==> src/rtl/apb_stream_sink_if.sv <==
`default_nettype none
// +-----------------------------------------------------------------------+
// | apb_stream_sink_if                                                    |
// | APB completer bus plus valid/ready stream output bundle.              |
// | Rev 1.0                                                               |
// +-----------------------------------------------------------------------+
interface apb_stream_sink_if #(
  parameter int DATA_WIDTH = 17,
  parameter int ADDR_WIDTH = 4
);
  logic                  psel;
  logic                  penable;
  logic                  pwrite;
  logic [ADDR_WIDTH-1:0] paddr;
  logic [DATA_WIDTH-1:0] pwdata;
  logic [DATA_WIDTH-1:0] prdata;
  logic                  pready;
  logic                  pslverr;
  logic                  m_valid;
  logic [DATA_WIDTH-1:0] m_data;
  logic                  m_ready;

  modport master (
    output psel, penable, pwrite, paddr, pwdata, m_ready,
    input  prdata, pready, pslverr, m_valid, m_data
  );

  modport slave (
    input  psel, penable, pwrite, paddr, pwdata, m_ready,
    output prdata, pready, pslverr, m_valid, m_data
  );
endinterface
`default_nettype wire

==> src/rtl/apb_stream_sink.sv <==
`default_nettype none
// +-----------------------------------------------------------------------+
// | apb_stream_sink                                                       |
// | APB writes to DATA feed a FIFO drained as a valid/ready stream.       |
// | Rev 1.0                                                               |
// +-----------------------------------------------------------------------+
module apb_stream_sink #(
  parameter int DATA_WIDTH = 17,
  parameter int ADDR_WIDTH = 4,
  parameter int FIFO_DEPTH = 15,
  parameter int WAIT_LIMIT = 16
) (
  input logic              pclk,
  input logic              prst,
  apb_stream_sink_if.slave bus
);

  localparam int c_CW = $clog2(FIFO_DEPTH + 1);
  localparam int c_PW = (FIFO_DEPTH > 1) ? $clog2(FIFO_DEPTH) : 1;
  localparam int c_WW = $clog2(WAIT_LIMIT + 1);

  localparam logic [c_CW-1:0]       c_DEPTH       = c_CW'(FIFO_DEPTH);
  localparam logic [c_PW-1:0]       c_PTR_LAST    = c_PW'(FIFO_DEPTH - 1);
  localparam logic [c_WW-1:0]       c_WAIT_LAST   = c_WW'(WAIT_LIMIT - 1);
  localparam logic [ADDR_WIDTH-1:0] c_ADDR_DATA   = ADDR_WIDTH'(0);
  localparam logic [ADDR_WIDTH-1:0] c_ADDR_STATUS = ADDR_WIDTH'(1);
  localparam logic [ADDR_WIDTH-1:0] c_ADDR_DROPS  = ADDR_WIDTH'(2);

  typedef enum logic [1:0] {
    S_IDLE   = 2'd0,
    S_ACCESS = 2'd1,
    S_WAIT   = 2'd2
  } state_t;

  state_t                r_state;
  logic                  r_pready;
  logic                  r_pslverr;
  logic [DATA_WIDTH-1:0] r_prdata;
  logic [c_WW-1:0]       r_wait_cnt;
  logic                  r_push_pend;
  logic                  r_clr_pend;
  logic [DATA_WIDTH-1:0] r_wdata;
  logic [DATA_WIDTH-1:0] r_drops;
  logic [DATA_WIDTH-1:0] r_mem [FIFO_DEPTH];
  logic [c_PW-1:0]       r_wr_ptr;
  logic [c_PW-1:0]       r_rd_ptr;
  logic [c_CW-1:0]       r_count;

  state_t                w_state_next;
  logic                  w_pready_next;
  logic                  w_pslverr_next;
  logic [DATA_WIDTH-1:0] w_prdata_next;
  logic [c_WW-1:0]       w_wait_next;
  logic                  w_push_pend_next;
  logic                  w_clr_pend_next;
  logic                  w_drop_inc;
  logic                  w_latch;
  logic                  w_push;
  logic                  w_pop;
  logic                  w_drops_clr;
  logic [c_CW-1:0]       w_count_next;
  logic                  w_full_next;
  logic [DATA_WIDTH-1:0] w_status;

  assign w_push      = (r_state == S_ACCESS) && r_push_pend;
  assign w_drops_clr = (r_state == S_ACCESS) && r_clr_pend;
  assign w_pop       = (r_count != '0) && bus.m_ready;

  // Occupancy after the current edge; every full/STATUS decision uses it.
  always_comb begin
    w_count_next = r_count;
    if (w_push && !w_pop) begin
      w_count_next = r_count + c_CW'(1);
    end else if (!w_push && w_pop) begin
      w_count_next = r_count - c_CW'(1);
    end
  end

  assign w_full_next = (w_count_next == c_DEPTH);

  always_comb begin
    w_status            = '0;
    w_status[c_CW+1:2]  = w_count_next;
    w_status[1]         = w_full_next;
    w_status[0]         = (w_count_next == '0);
  end

  always_comb begin
    w_state_next     = r_state;
    w_pready_next    = 1'b0;
    w_pslverr_next   = 1'b0;
    w_prdata_next    = '0;
    w_wait_next      = r_wait_cnt;
    w_push_pend_next = r_push_pend;
    w_clr_pend_next  = r_clr_pend;
    w_drop_inc       = 1'b0;
    w_latch          = 1'b0;
    case (r_state)
      S_IDLE: begin
        w_push_pend_next = 1'b0;
        w_clr_pend_next  = 1'b0;
        if (bus.psel && !bus.penable) begin
          w_latch = 1'b1;
          if (bus.pwrite && (bus.paddr == c_ADDR_DATA)) begin
            if (w_full_next) begin
              w_state_next = S_WAIT;
              w_wait_next  = '0;
            end else begin
              w_state_next     = S_ACCESS;
              w_pready_next    = 1'b1;
              w_push_pend_next = 1'b1;
            end
          end else begin
            w_state_next  = S_ACCESS;
            w_pready_next = 1'b1;
            if (bus.pwrite && (bus.paddr == c_ADDR_DROPS)) begin
              w_clr_pend_next = 1'b1;
            end else if (!bus.pwrite && (bus.paddr == c_ADDR_STATUS)) begin
              w_prdata_next = w_status;
            end else if (!bus.pwrite && (bus.paddr == c_ADDR_DROPS)) begin
              w_prdata_next = r_drops;
            end else begin
              w_pslverr_next = 1'b1;
            end
          end
        end
      end
      S_ACCESS: begin
        w_state_next     = S_IDLE;
        w_push_pend_next = 1'b0;
        w_clr_pend_next  = 1'b0;
      end
      S_WAIT: begin
        w_wait_next = r_wait_cnt + c_WW'(1);
        if (!bus.psel) begin
          w_state_next = S_IDLE;
        end else if (!w_full_next) begin
          w_state_next     = S_ACCESS;
          w_pready_next    = 1'b1;
          w_push_pend_next = 1'b1;
        end else if (r_wait_cnt == c_WAIT_LAST) begin
          w_state_next   = S_ACCESS;
          w_pready_next  = 1'b1;
          w_pslverr_next = 1'b1;
          w_drop_inc     = 1'b1;
        end
      end
      default: begin
        w_state_next = S_IDLE;
      end
    endcase
  end

  always_ff @(posedge pclk or posedge prst) begin
    if (prst) begin
      r_state     <= S_IDLE;
      r_pready    <= 1'b0;
      r_pslverr   <= 1'b0;
      r_prdata    <= '0;
      r_wait_cnt  <= '0;
      r_push_pend <= 1'b0;
      r_clr_pend  <= 1'b0;
      r_drops     <= '0;
      r_wr_ptr    <= '0;
      r_rd_ptr    <= '0;
      r_count     <= '0;
    end else begin
      r_state     <= w_state_next;
      r_pready    <= w_pready_next;
      r_pslverr   <= w_pslverr_next;
      r_prdata    <= w_prdata_next;
      r_wait_cnt  <= w_wait_next;
      r_push_pend <= w_push_pend_next;
      r_clr_pend  <= w_clr_pend_next;
      r_count     <= w_count_next;
      if (w_push) begin
        r_wr_ptr <= (r_wr_ptr == c_PTR_LAST) ? '0 : r_wr_ptr + c_PW'(1);
      end
      if (w_pop) begin
        r_rd_ptr <= (r_rd_ptr == c_PTR_LAST) ? '0 : r_rd_ptr + c_PW'(1);
      end
      if (w_drops_clr) begin
        r_drops <= '0;
      end else if (w_drop_inc && (r_drops != '1)) begin
        r_drops <= r_drops + DATA_WIDTH'(1);
      end
    end
  end

  // Storage and the setup-phase data latch carry no reset.
  always_ff @(posedge pclk) begin
    if (w_latch) begin
      r_wdata <= bus.pwdata;
    end
    if (w_push) begin
      r_mem[r_wr_ptr] <= r_wdata;
    end
  end

  assign bus.pready  = r_pready;
  assign bus.pslverr = r_pslverr;
  assign bus.prdata  = r_prdata;
  assign bus.m_valid = (r_count != '0);
  assign bus.m_data  = (r_count != '0) ? r_mem[r_rd_ptr] : '0;

endmodule
`default_nettype wire

==> src/flat_wrapper.sv <==
// flat-port wrapper written by rule: the top's interface ports become plain ports
module apb_stream_sink_flat 
#(
  parameter int DATA_WIDTH = 17,
  parameter int ADDR_WIDTH = 4,
  parameter int FIFO_DEPTH = 15,
  parameter int WAIT_LIMIT = 16
)
  (pclk, prst, bus_psel, bus_penable, bus_pwrite, bus_paddr, bus_pwdata, bus_m_ready, bus_prdata, bus_pready, bus_pslverr, bus_m_valid, bus_m_data);
  apb_stream_sink_if #(.DATA_WIDTH(DATA_WIDTH), .ADDR_WIDTH(ADDR_WIDTH)) bus_i ();
  input logic pclk;
  input logic prst;
  input wire logic [$bits(bus_i.psel)-1:0] bus_psel;
  input wire logic [$bits(bus_i.penable)-1:0] bus_penable;
  input wire logic [$bits(bus_i.pwrite)-1:0] bus_pwrite;
  input wire logic [$bits(bus_i.paddr)-1:0] bus_paddr;
  input wire logic [$bits(bus_i.pwdata)-1:0] bus_pwdata;
  input wire logic [$bits(bus_i.m_ready)-1:0] bus_m_ready;
  output wire logic [$bits(bus_i.prdata)-1:0] bus_prdata;
  output wire logic [$bits(bus_i.pready)-1:0] bus_pready;
  output wire logic [$bits(bus_i.pslverr)-1:0] bus_pslverr;
  output wire logic [$bits(bus_i.m_valid)-1:0] bus_m_valid;
  output wire logic [$bits(bus_i.m_data)-1:0] bus_m_data;
  assign bus_i.psel = bus_psel;
  assign bus_i.penable = bus_penable;
  assign bus_i.pwrite = bus_pwrite;
  assign bus_i.paddr = bus_paddr;
  assign bus_i.pwdata = bus_pwdata;
  assign bus_i.m_ready = bus_m_ready;
  assign bus_prdata = bus_i.prdata;
  assign bus_pready = bus_i.pready;
  assign bus_pslverr = bus_i.pslverr;
  assign bus_m_valid = bus_i.m_valid;
  assign bus_m_data = bus_i.m_data;
  apb_stream_sink #(.DATA_WIDTH(DATA_WIDTH), .ADDR_WIDTH(ADDR_WIDTH), .FIFO_DEPTH(FIFO_DEPTH), .WAIT_LIMIT(WAIT_LIMIT)) u_core (.pclk(pclk), .prst(prst), .bus(bus_i));
endmodule
==> config.mk <==
export PLATFORM = sky130hd
export DESIGN_NAME = apb_stream_sink_flat
export DESIGN_NICKNAME = d
export VERILOG_FILES = /design/src/rtl/apb_stream_sink_if.sv /design/src/rtl/apb_stream_sink.sv /design/src/flat_wrapper.sv
export SDC_FILE = /design/constraint.sdc
export NUM_CORES = 1
export LEC_CHECK = 0
export BUFFER_PORTS_ARGS = -buffer_cell sky130_fd_sc_hd__buf_4
export CAP_MARGIN = 20
export CORE_MARGIN = 4
export CORE_UTILIZATION = 28
export CTS_CLUSTER_SIZE = 14
export DETAILED_ROUTE_END_ITERATION = 7
export PLACE_DENSITY = 0.46
export RECOVER_POWER = 100
export SKIP_CTS_REPAIR_TIMING = 1
export SYNTH_ARGS = -nofsm -noshare
export SYNTH_HDL_FRONTEND = slang
export SYNTH_SLANG_ARGS = --single-unit
==> constraint.sdc <==
create_clock -name pclk -period 3.1 [get_ports pclk]
set_input_delay 0.31 -clock pclk [delete_from_list [all_inputs] [get_ports pclk]]
set_output_delay 0.31 -clock pclk [all_outputs]
set_load 0.005 [all_outputs]
==> results.sh, run 1 <==
export IMPL_status="finished clean"
export IMPL_netlist_top_cells_area="edfxtp_1 (61%), mux4_2 (11%), dfrtp_1 (11%)"
export IMPL_rsz0062_at_grt="true"
export IMPL_grt_busiest_layer="met2"
export IMPL_rr_worst_depth=6
export IMPL_drt_wirelength_per_cell_um=20.7
export IMPL_yosysSeqAreaShare_pct=72.0
export IMPL_drcViolationCount=0
export IMPL_grt_use_total_pct=12.5
export IMPL_worstSetupPathType="register to output port"
export IMPL_globalRouteMet1Util_pct=16.4
export IMPL_yosysWarnings=0
export IMPL_final_core_util_pct=34.5
export IMPL_syn2layout_area_growth_pct=21.2
export IMPL_ctsHtreeMaxLevel=2
export IMPL_dieArea_um2=51200
export IMPL_fmax_mhz=333
export IMPL_synth_top_area_share_pct=61.3
export IMPL_synth_cell_area_um2=13300
export IMPL_ys_flop_type="edfxtp_1"
export IMPL_worstPathCellList="buf_16 > mux4_2 > mux4_2 > and2_4 > buf_6"
export IMPL_skew_ns=0.0259
export IMPL_path_clk_slew_ns=0.06
export IMPL_maxCapViolCount=0
export IMPL_grt_overflow=0
export IMPL_first_pass_iters=4
export IMPL_min_path_cells=2
export IMPL_die_h_um=226
export IMPL_period_needed_ns=3.00
export IMPL_use_met2_pct=21.1
export IMPL_grt_pass1_wl_mm=47.9
export IMPL_rows=79
export IMPL_dp_hpwl_mm=19.1
export IMPL_io_pins=64
export IMPL_drt_total_wl_mm=31.6
export IMPL_cts_buffers=38
export IMPL_cp_slowest_cell="mux4_2"
export IMPL_die_w_um=226
export IMPL_path_max_fanout=30
export IMPL_fin_ws_ns=0.0996
export IMPL_clk_latency_ns=0.57
export IMPL_final_cells=1530
export IMPL_nFillCells=4520
export IMPL_post_route_cells_drive_above_1_share_pct=25.1
export IMPL_hp_class="input port to register"
export IMPL_grt_start_max_net_pins=52
export IMPL_start_util_pct=28.5
export IMPL_crit_path_end_kind="output port"
export IMPL_grt_antenna_before_repair=0
export IMPL_critPathArrivalTime_ns=2.69
export IMPL_final_hold_viol_count=0
export IMPL_synth_largest_area_cell="edfxtp_1"
export IMPL_dp_cells=1441
export IMPL_ir_worst_vdd_mv=0.349
export IMPL_synth_edff_count=272
export IMPL_ant_nets=0
export IMPL_power_mw=12.8
export IMPL_synthCells=767
export IMPL_p_per_area_nw_per_um2=792
export IMPL_synthArstFlopShare_pct=17.3
export IMPL_initialDrtViolationCount=460
export IMPL_pre_cts_ws_ns=0.249
export IMPL_cts_tree="done"
export IMPL_cts_max_path_buffers=3
export IMPL_synth_seq_cells=329
export IMPL_crit_required_ns=2.79
export IMPL_routabilityCongestion=0.715
export IMPL_min_period_over_period_pct=96.8
export IMPL_start_kind="register"
export IMPL_cp_slowest_stage_delay_ns=0.54
export IMPL_io_buffer_count=63
export IMPL_slew_violations=0
export IMPL_synth_nets=804
export IMPL_core_area_um2=46900
export IMPL_grt_pass1_vias=7543
export IMPL_cts_sinks=329
export IMPL_vias_per_cell=4.70
export IMPL_syn_area_per_cell_um2=17.4
export IMPL_cp_common_cell="mux4_2"
export IMPL_p_leak_nw=5.55
export IMPL_vias=7198
export IMPL_fin_nets=932
export IMPL_synth_cell_types=59
export IMPL_tightest_slew_ns=0.961
export IMPL_clockRootBuffer="clkbuf_16"
export IMPL_max_slew_margin_rel_pct=35.8
export IMPL_whs_ns=0.0208
export IMPL_setup_viol=0
export IMPL_met3_usage_pct=2.74
-- report_power, final --
group | internal, mW | total, mW | leakage, nW | switching (mW)
logic | 1.88 | 3.33 | 1.74 | 1.45
clock network | 2.49 | 4.30 | 0.585 | 1.81
registers | 4.94 | 5.16 | 3.22 | 0.218
-- worst paths after layout --
check | from | end | slack, ns
hold / removal | bus_pwrite | u_core.bus.prdata[13]$_DFF_PP0_ | 0.02
min in group asynchronous | prst | u_core.bus.prdata[5]$_DFF_PP0_ | 0.56
max in group asynchronous | prst | u_core.bus.prdata[15]$_DFF_PP0_ | 1.13
setup / recovery | u_core.r_rd_ptr[0]$_DFFE_PP0P_ | bus_m_data[14] | 0.1
setup reg to reg | u_core.r_state[1]$_DFFE_PP0P_ | u_core.r_mem[12][12]$_DFFE_PP_ | 0.25
hold reg to reg | u_core.r_wait_cnt[4]$_DFFE_PP0P_ | u_core.r_wait_cnt[4]$_DFFE_PP0P_ | 0.49
-- placed cells by master, fill, tap and decap left out, types with 11 or more instances in the layout --
| cell | n |
|---|---|
| mux4_2 | 68 |
| nor3_1 | 11 |
| nor2_1 | 33 |
| nand3_1 | 17 |
| buf_4 | 27 |
| inv_1 | 15 |
| mux2i_1 | 22 |
| clkbuf_4 | 34 |
| dlygate4sd3_1 | 18 |
| dfrtp_1 | 55 |
| a21oi_1 | 21 |
| and2_1 | 14 |
| edfxtp_1 | 272 |
| o21ai_0 | 30 |
| clkbuf_2 | 16 |
| nand2_1 | 47 |
| clkbuf_1 | 24 |
| clkbuf_16 | 39 |
-- kinds of logic (layout without fill, tap and decap cells) --
logic type | Yosys count | count (layout) | synth area share (%)
xor gates and xnor gates | 4 | 4 | 0.263
adders and majority gates | 10 | 10 | 0.939
DFF | 329 | 329 | 72.0
and+or+nand+nor | 181 | 181 | 6.96
other | 0 | 1 | 0
muxes | 92 | 92 | 13.4
AOI/OAI and AO/OA | 97 | 97 | 4.75
buffers and inverters | 54 | 209 | 1.73
-- routing by layer --
layer  share of wire, %  routed length (µm)
met1                 44               14000
met2                 50               15800
met3                3.4                1090
met4                2.3                 740
met5                  0                   0
-- stage by stage --
stage          cell area [µm²]  setup TNS [ns]
2_1_floorplan            13300               0
3_3_place_gp             14900               0
3_5_place_dp             14900               0
4_1_cts                  16100         -0.0135
5_1_grt                  16200         -0.0729
6_report                 16200               0
-- layout make-up --
| class | instances | area, µm² | share of cell area (%) |
|---|---|---|---|
| Sequential cell | 329 | 9600 | 59.4 |
| Inverter | 16 | 60.1 | 0.372 |
| Clock buffer | 47 | 1000 | 6.22 |
| Multi-Input combinational cell | 384 | 3520 | 21.8 |
| Clock inverter | 20 | 188 | 1.16 |
| Timing Repair Buffer | 126 | 1010 | 6.27 |
| Tap cell | 607 | 759 | 4.70 |
| Antenna cell | 1 | 2.50 | 0.0155 |
-- worst max-delay path: cells and delay by family, from the launching register on --
family        cells  cell delay (ns)
buf+inv           2             0.39
flops             1             0.53
mux               2             1.04
simple gates      1             0.18
-- sequential cells by signal, summed over array words and instances, names as in the netlist --
signal              count
u_core.r_wr_ptr         4
u_core.r_push_pend      1
u_core.bus.prdata      17
u_core.r_drops         17
u_core.r_count          4
u_core.r_wdata         17
u_core.bus.pslverr      1
u_core.bus.pready       1
u_core.r_wait_cnt       5
u_core.r_rd_ptr         4
u_core.r_mem          255
u_core.r_state          2
u_core.r_clr_pend       1
-- synth_stat cells (6+ instances only) --
| library cell | count |
|---|---|
| edfxtp_1 | 272 |
| mux4_2 | 68 |
| dfrtp_1 | 57 |
| nand2_1 | 47 |
| nor2_1 | 35 |
| o21ai_0 | 30 |
| and2_1 | 29 |
| clkbuf_1 | 23 |
| mux2i_1 | 22 |
| a21oi_1 | 21 |
| nand3_1 | 17 |
| inv_1 | 15 |
| nor3_1 | 11 |
| ha_1 | 10 |
| or4_1 | 10 |
| o31ai_1 | 9 |
| buf_2 | 7 |
| a22oi_1 | 6 |
| nand2b_1 | 6 |
| nor4_1 | 6 |
(Power assumes the default switching activity.)
==> run 2, diff against run 1 <==
--- a/config.mk
+++ b/config.mk
@@ -5,14 +5,13 @@
 export SDC_FILE = /design/constraint.sdc
 export NUM_CORES = 1
 export LEC_CHECK = 0
-export BUFFER_PORTS_ARGS = -buffer_cell sky130_fd_sc_hd__buf_4
+export BUFFER_PORTS_ARGS = -buffer_cell sky130_fd_sc_hd__buf_2
 export CAP_MARGIN = 20
 export CORE_MARGIN = 4
 export CORE_UTILIZATION = 28
 export CTS_CLUSTER_SIZE = 14
 export DETAILED_ROUTE_END_ITERATION = 7
 export PLACE_DENSITY = 0.46
-export RECOVER_POWER = 100
 export SKIP_CTS_REPAIR_TIMING = 1
 export SYNTH_ARGS = -nofsm -noshare
 export SYNTH_HDL_FRONTEND = slang
==> run 2 against run 1 <==
Net effect: final cell count down 0.39%; utilization up 0.094 points; flip-flop and latch count unchanged; largest cell class unchanged; via count down 0.57%; critical path depth unchanged.
==> results.sh, run 2 (synthesis gave the netlist of run 1 again) <==
export IMPL_status="finished clean"
export IMPL_rsz0062_at_grt="false"
export IMPL_skew_ns=0.0195
export IMPL_crit_path_end_kind="output port"
export IMPL_period_needed_ns=2.96
export IMPL_grt_pass1_wl_mm=47.0
export IMPL_dp_hpwl_mm=18.4
export IMPL_top_register="u_core.r_mem"
export IMPL_start_kind="register"
export IMPL_dpl_cell_area_um2=14700
export IMPL_dieArea_um2=51200
export IMPL_fin_nets=926
export IMPL_largest_reg_flops=255
export IMPL_post_route_cells_drive_above_1_share_pct=27.1
export IMPL_p_int_mw=9.32
export IMPL_grt_antenna_before_repair=1
export IMPL_die_w_um=226
export IMPL_whs_ns=0.0763
export IMPL_hp_class="input port to register"
export IMPL_drt_wirelength_per_cell_um=20.7
export IMPL_path_clk_slew_ns=0.06
export IMPL_io_buffer_count=63
export IMPL_cts_sinks=329
export IMPL_p_clk_share_pct=36.3
export IMPL_grt_overflow=0
export IMPL_ctsHtreeMaxLevel=2
export IMPL_critPathArrivalTime_ns=2.65
export IMPL_p_comb_share_pct=22.9
export IMPL_worstSetupPathType="register to output port"
export IMPL_ir_worst_vdd_mv=0.407
export IMPL_initialDrtViolationCount=471
export IMPL_cts_tree="done"
export IMPL_start_util_pct=28.5
export IMPL_final_cell_mix="edfxtp_1 (272), mux4_2 (68), buf_2 (63)"
export IMPL_switching_share_pct=26.8
export IMPL_p_leak_nw=5.62
export IMPL_final_area_um2=16200
export IMPL_tightest_slew_ns=0.771
export IMPL_vias=7157
export IMPL_tns_ns=0
export IMPL_clk_latency_ns=0.55
export IMPL_first_pass_iters=5
export IMPL_p_per_area_nw_per_um2=786
export IMPL_switching_power_mw=3.41
export IMPL_final_hold_viol_count=0
export IMPL_max_slew_margin_rel_pct=48.5
export IMPL_final_common_cell="edfxtp_1"
export IMPL_maxCapViolCount=0
export IMPL_rows=79
export IMPL_routabilityCongestion=0.724
export IMPL_ant_nets=0
export IMPL_cts_max_path_buffers=3
export IMPL_min_period_over_period_pct=95.6
export IMPL_drcViolationCount=0
export IMPL_syn2layout_area_growth_pct=21.5
export IMPL_grt_use_total_pct=12.4
export IMPL_grt_start_max_net_pins=32
export IMPL_die_h_um=226
export IMPL_drt_total_wl_mm=31.5
export IMPL_vias_per_cell=4.70
export IMPL_cts_buffers=39
export IMPL_r2r_slack_ns=0.25
export IMPL_crit_required_ns=2.79
export IMPL_p_seq_share_pct=40.8
export IMPL_grt_pass1_vias=7397
export IMPL_path_max_fanout=30
export IMPL_fmax_mhz=337
export IMPL_setup_viol=0
export IMPL_slew_violations=0
export IMPL_io_pins=64
export IMPL_clockRootBuffer="clkbuf_16"
export IMPL_core_area_um2=46900
-- run 2: cell count changes in the layout (fill, tap and decap cells not counted), moves of 5 or more --
| cell | change |
|---|---|
| buf_2 | +63 |
| clkbuf_4 | -34 |
| clkbuf_2 | -16 |
| and2_1 | +15 |
| clkbuf_1 | -13 |
| nor2_1 | -9 |
| nor2_2 | +9 |
| and2_4 | -8 |
| buf_12 | +8 |
| and2_0 | -7 |
| buf_6 | -7 |
| clkinv_2 | -5 |
-- run 2: critical path, cell delays in order (launching register included) --
cell and delay [ns]:
dfrtp_4 0.74, buf_4 0.27, mux4_2 0.32, mux4_2 0.47, and2_1 0.17, buf_2 0.12
-- run 2: final timing paths --
check / startpoint / endpoint / cells after the start
worst max-delay path: u_core.r_rd_ptr[1]$_DFFE_PP0P_ / bus_m_data[8] / 5
worst min-delay path: bus_pwrite / u_core.bus.prdata[6]$_DFF_PP0_ / 2
worst max register to register: u_core.r_state[1]$_DFFE_PP0P_ / u_core.r_wait_cnt[2]$_DFFE_PP0P_ / 8
worst min register to register: u_core.r_wait_cnt[4]$_DFFE_PP0P_ / u_core.r_wait_cnt[4]$_DFFE_PP0P_ / 1
max in group asynchronous: prst / u_core.r_drops[2]$_DFFE_PP0P_ / 4
min in group asynchronous: prst / u_core.bus.prdata[5]$_DFF_PP0_ / 3
-- run 2: area by class of cell --
| type | count | area (µm²) |
|---|---|---|
| Sequential cell | 329 | 9600 |
| Inverter | 16 | 60.1 |
| Fill cell | 4571 | 30700 |
| Clock inverter | 16 | 233 |
| Timing Repair Buffer | 119 | 943 |
| Clock buffer | 52 | 1040 |
| Multi-Input combinational cell | 384 | 3550 |
| Antenna cell | 1 | 2.50 |
| Tap cell | 607 | 759 |
-- run 2: power by group through the flow --
stage          registers (mW)  clock network (mW)  logic, mW
2_1_floorplan            5.13                   0       2.08
3_3_place_gp             5.32                   0       2.95
3_5_place_dp             5.33                   0       2.95
4_1_cts                  5.24                4.77       2.95
5_1_grt                  5.22                4.95       3.20
6_report                 5.20                4.62       2.92
-- run 2: metrics by stage --
step,power (mW),setup slack (ns),instances,util (%)
2_1_floorplan,7.21,0.189,767,-
3_3_place_gp,8.27,0.344,1436,31.4
3_5_place_dp,8.27,0.259,1436,31.4
4_1_cts,13.0,-0.0780,1504,34.2
5_1_grt,13.4,0.00718,1523,34.6
6_report,12.7,0.136,1524,34.6
-- run 2: metal layers --
layer | up-vias | share of wire (%) | wire length [µm] | GRT usage [%]
met2 | 124 | 48 | 15200 | 20.1
met3 | 53 | 4.0 | 1260 | 2.87
met1 | 3687 | 45 | 14300 | 16.7
met4 | 2 | 2.3 | 720 | 3.69
li1 | 3291 | - | - | -
met5 | - | 0.041 | 13 | 0
